## config.mk

```make
export PLATFORM = sky130hd
export DESIGN_NAME = right_shift_rot_32
export DESIGN_NICKNAME = d
export VERILOG_FILES = /design/src/rtl/right_shift_rot_32_pkg.sv /design/src/rtl/right_shift_rot_32_barrel_stage.sv /design/src/rtl/right_shift_rot_32.sv
export SDC_FILE = /design/constraint.sdc
export NUM_CORES = 1
export LEC_CHECK = 0
export BUFFER_PORTS_ARGS = -buffer_cell sky130_fd_sc_hd__buf_2
export CAP_MARGIN = 40
export CORE_UTILIZATION = 45
export DETAILED_ROUTE_END_ITERATION = 16
export GPL_ROUTABILITY_DRIVEN = 0
export PLACE_DENSITY = 0.74
export SYNTH_ARGS = -nofsm -noshare
export SYNTH_HDL_FRONTEND = slang
export SYNTH_HIERARCHICAL = 1
export SYNTH_SLANG_ARGS = --single-unit
export TNS_END_PERCENT = 5
```

## constraint.sdc

```tcl
create_clock -name clk -period 0.8 [get_ports clk]
set_input_delay 0.08 -clock clk [delete_from_list [all_inputs] [get_ports clk]]
set_output_delay 0.08 -clock clk [all_outputs]
set_load 0.01 [all_outputs]
```

## src/rtl/right_shift_rot_32_pkg.sv

```systemverilog
// Shared widths and operation encoding for the 32-bit right shifter/rotator.
package right_shift_rot_32_pkg;

    localparam int unsigned WIDTH = 32;
    localparam int unsigned SHW   = 5;

    typedef enum logic {
        OP_SHR = 1'b0,
        OP_ROR = 1'b1
    } op_e;

endpackage

```

## src/rtl/right_shift_rot_32_barrel_stage.sv

```systemverilog
// One log-shifter stage: shifts or rotates right by a fixed AMT when enabled.
module barrel_stage
    import right_shift_rot_32_pkg::*;
#(
    parameter int unsigned WIDTH = right_shift_rot_32_pkg::WIDTH,
    parameter int unsigned AMT   = 1
) (
    input  logic [WIDTH-1:0] data_i,
    input  logic             en_i,
    input  logic             rotate_i,
    output logic [WIDTH-1:0] data_c
);

    logic [WIDTH-1:0] shr_c;
    logic [WIDTH-1:0] ror_c;

    always_comb begin
        shr_c  = data_i >> AMT;
        // Low AMT bits wrap around to the top for rotate.
        ror_c  = shr_c | (data_i << (WIDTH - AMT));
        data_c = data_i;
        if (en_i) begin
            data_c = (op_e'(rotate_i) == OP_ROR) ? ror_c : shr_c;
        end
    end

endmodule

```

## src/rtl/right_shift_rot_32.sv

```systemverilog
// Registered 32-bit logical shift-right / rotate-right built from a five-stage log shifter.
module right_shift_rot_32
    import right_shift_rot_32_pkg::*;
#(
    parameter int unsigned WIDTH = right_shift_rot_32_pkg::WIDTH,
    parameter int unsigned SHW   = right_shift_rot_32_pkg::SHW
) (
    input  logic [WIDTH-1:0] in,
    input  logic             rotate,
    input  logic [SHW-1:0]   select,
    output logic [WIDTH-1:0] out,
    input  logic             clk,
    input  logic             rst_n
);

    logic [WIDTH-1:0] stage_c [SHW+1];
    logic [WIDTH-1:0] out_d;
    logic [WIDTH-1:0] out_q;

    assign stage_c[0] = in;

    // Stage k moves data by 2^k when select[k] is set.
    for (genvar k = 0; k < SHW; k++) begin : g_stage
        barrel_stage #(
            .WIDTH (WIDTH),
            .AMT   (1 << k)
        ) u_stage (
            .data_i   (stage_c[k]),
            .en_i     (select[k]),
            .rotate_i (rotate),
            .data_c   (stage_c[k+1])
        );
    end

    always_comb begin
        out_d = stage_c[SHW];
    end

    always_ff @(posedge clk or negedge rst_n) begin
        if (!rst_n) begin
            out_q <= '0;
        end else begin
            out_q <= out_d;
        end
    end

    assign out = out_q;

endmodule

```

==> impl_metrics.tcl <==
set metrics [dict create \
    vias 2191 \
    path_clk_slew_ns 0.07 \
    hold_path.class "in2reg" \
    drc 0 \
    yosys_warnings 6 \
    max_slew.worst_pin.slew_ns 0.2703 \
    postCtsSetupBuffers 0 \
    slew_headroom 0.8179 \
    cts.htree.levels 2 \
    yosys.area.top_type_share 0.3844 \
    synth_seq_cells 32 \
    period_share 2.015 \
    cts_buffers 5 \
    fp.dieW_um 86.37 \
    vias_per_cell 5.254 \
    synth_top_cell_by_area "mux2_4" \
    grt_pass1_wl_um 10750 \
    num_rows 30 \
    p_total_uw 5766 \
    critPathKind "in2reg" \
    routed_wl_um 6674 \
    nNetsFinal 360 \
    pre_cts_ws_ns -1.238 \
    die-area_um2 7459 \
    rsz0062_at_grt "yes" \
    ys_seq_area_frac 0.2500 \
    timing.fmax_mhz 620.5 \
    clk_path_buf_depth 2 \
    worstSetupStartpointType "input port" \
    cts_root_buf "clkbuf_8" \
    grt_pass1_vias 2212 \
    clkSinkCount 32 \
    finalWorstSetupSlack_ns -0.8116 \
    drive_above_1_share 0.7196 \
    overflow 0 \
    p_switching_uw 1705 \
    syn_area_um2 3203 \
    setup_viol 64 \
    post-dp-hpwl_um 5276 \
    status "complete, but fails checks" \
    antenna_found_initial 0 \
    fin_area_um2 3919 \
    crit_required_ns 0.96 \
    first_iter_violations 93 \
    maxCapViolCount 0 \
    layout_common_cells "109 x mux2_4, 70 x buf_2, 32 x dfrtp_1, 20 x mux2_2" \
    synth.area.top_cells "mux2_4 38%, dfrtp_1 25%, mux2_2 17%, a22o_1 4.4%, buf_12 4.4%" \
    p_int_uw 4061 \
    antennaDiodeCount 0 \
    syn_to_final_growth_pct 22.34 \
    switching_share 0.2957 \
    largest_register_ffs 32 \
    seqPwrFrac 0.329 \
    syn_area_per_cell_um2 13.02 \
    dpl_cell_area_um2 3616 \
    p_leak_uw 0.002044 \
    final_common_cell "mux2_4" \
    dr.pass1.iters 4 \
    violations "negative setup slack" \
    pin_count 72 \
    cts_tree "built" \
    core_area_um2 6832 \
    yosysUniqueCellTypes 16 \
    end_kind "flip-flop" \
    syn-num-nets 286 \
    ir_drop_v 0.0005587 \
    grt_max_degree 37 \
    ant_nets 0 \
    die_y_um 86.37 \
    wl_per_cell_um 16.00 \
    start_util 0.4689 \
    syn_inst 246 \
    powerDensity_nw_per_um2 1471 \
    p_comb_frac 0.454 \
    grt_usage 0.1839 \
    worstPathArrival_ns 1.77 \
    fillCellCount 592 \
    clkPwrFrac 0.216 \
    slew_viol_final 0 \
    critical_path.max_fanout 8 \
    portBuffers 71 \
    post-route-min-period_ns 1.612 \
    finalHoldViolCount 0 \
]
routing by layer:
layer | track usage | vias to the layer above | share of wire | routed length, um
met1 | 0.2368 | 1067 | 0.45 | 2989
met2 | 0.3131 | 70 | 0.49 | 3262
met4 | 0.06818 | 0 | 0.019 | 127
met5 | 0 | - | 0 | 0
met3 | 0.02667 | 12 | 0.044 | 294
li1 | - | 1042 | - | -
power by group through the flow:
stage	clock, uW	combinational, uW	sequential (uW)
2_1_floorplan	0	1630	2070
3_3_place_gp	0	2340	1930
3_5_place_dp	0	2390	1940
4_1_cts	1280	2530	1900
5_1_grt	1350	2800	1920
6_report	1250	2620	1900
stage by stage:
| step | cells | setup TNS [ns] | hold slack (ns) | util |
|---|---|---|---|---|
| 4_1_cts | 417 | -25.59 | 0.1836 | 0.5643 |
| 3_5_place_dp | 406 | -37.89 | -0.03351 | 0.5293 |
| 3_3_place_gp | 406 | -37.12 | -0.03791 | 0.5293 |
| 5_1_grt | 417 | -26.86 | 0.1991 | 0.5736 |
| 6_report | 417 | -25.44 | 0.1811 | 0.5736 |
| 2_1_floorplan | 246 | -30.78 | -0.2156 | - |
Yosys cell counts:
master   number
buf_8         1
mux2_2       47
buf_4         3
a22o_1       16
o21ai_0      14
inv_2         1
and2_1        1
o21ai_1       1
buf_6         8
mux2_4       82
nand3_1      15
buf_2         1
dfrtp_1      32
inv_1        16
and2_4        1
buf_12        7
cells by family (layout without fill, tap and decap cells):
group | after synthesis | in the layout | share of synthesized area
compound gates | 31 | 31 | 0.06719
buf+inv | 37 | 112 | 0.1051
simple gates | 17 | 17 | 0.02813
flops | 32 | 32 | 0.2500
mux | 129 | 129 | 0.5496
area by class of cell:
type	instances	area [um^2]	share of cell area
tap	96	120.1	0.03065
sequential	32	800.8	0.2043
clock buffer	6	82.58	0.02107
inverter	17	63.81	0.01628
timing repair buffer	87	645.6	0.1648
clock inverter	2	10.01	0.002554
multi-input combinational	177	2196	0.5603
critical path, stage by stage:
cell	delay, ns
buf_12	0.13
buf_12	0.14
mux2_4	0.31
mux2_4	0.29
mux2_4	0.28
mux2_4	0.27
mux2_2	0.26
final timing paths:
path	from	cells past startpoint	slack, ns	end
hold / removal	select[4]	3	0.18	out[24]$_DFF_PN0_
max in group asynchronous	rst_n	3	0.21	out[30]$_DFF_PN0_
setup / recovery	select[0]	7	-0.81	out[14]$_DFF_PN0_
min in group asynchronous	rst_n	2	0.20	out[12]$_DFF_PN0_
repair_timing:
action | CTS | global route
setup endpoints to repair | 64 | 64
pin swaps | 6 | 8
endpoints found under the hold margin | 32 | 0
gates resized for setup | 26 | 22
gates cloned | 2 | 0
hold buffers | 1 | 0
(Power assumes the default switching activity.)
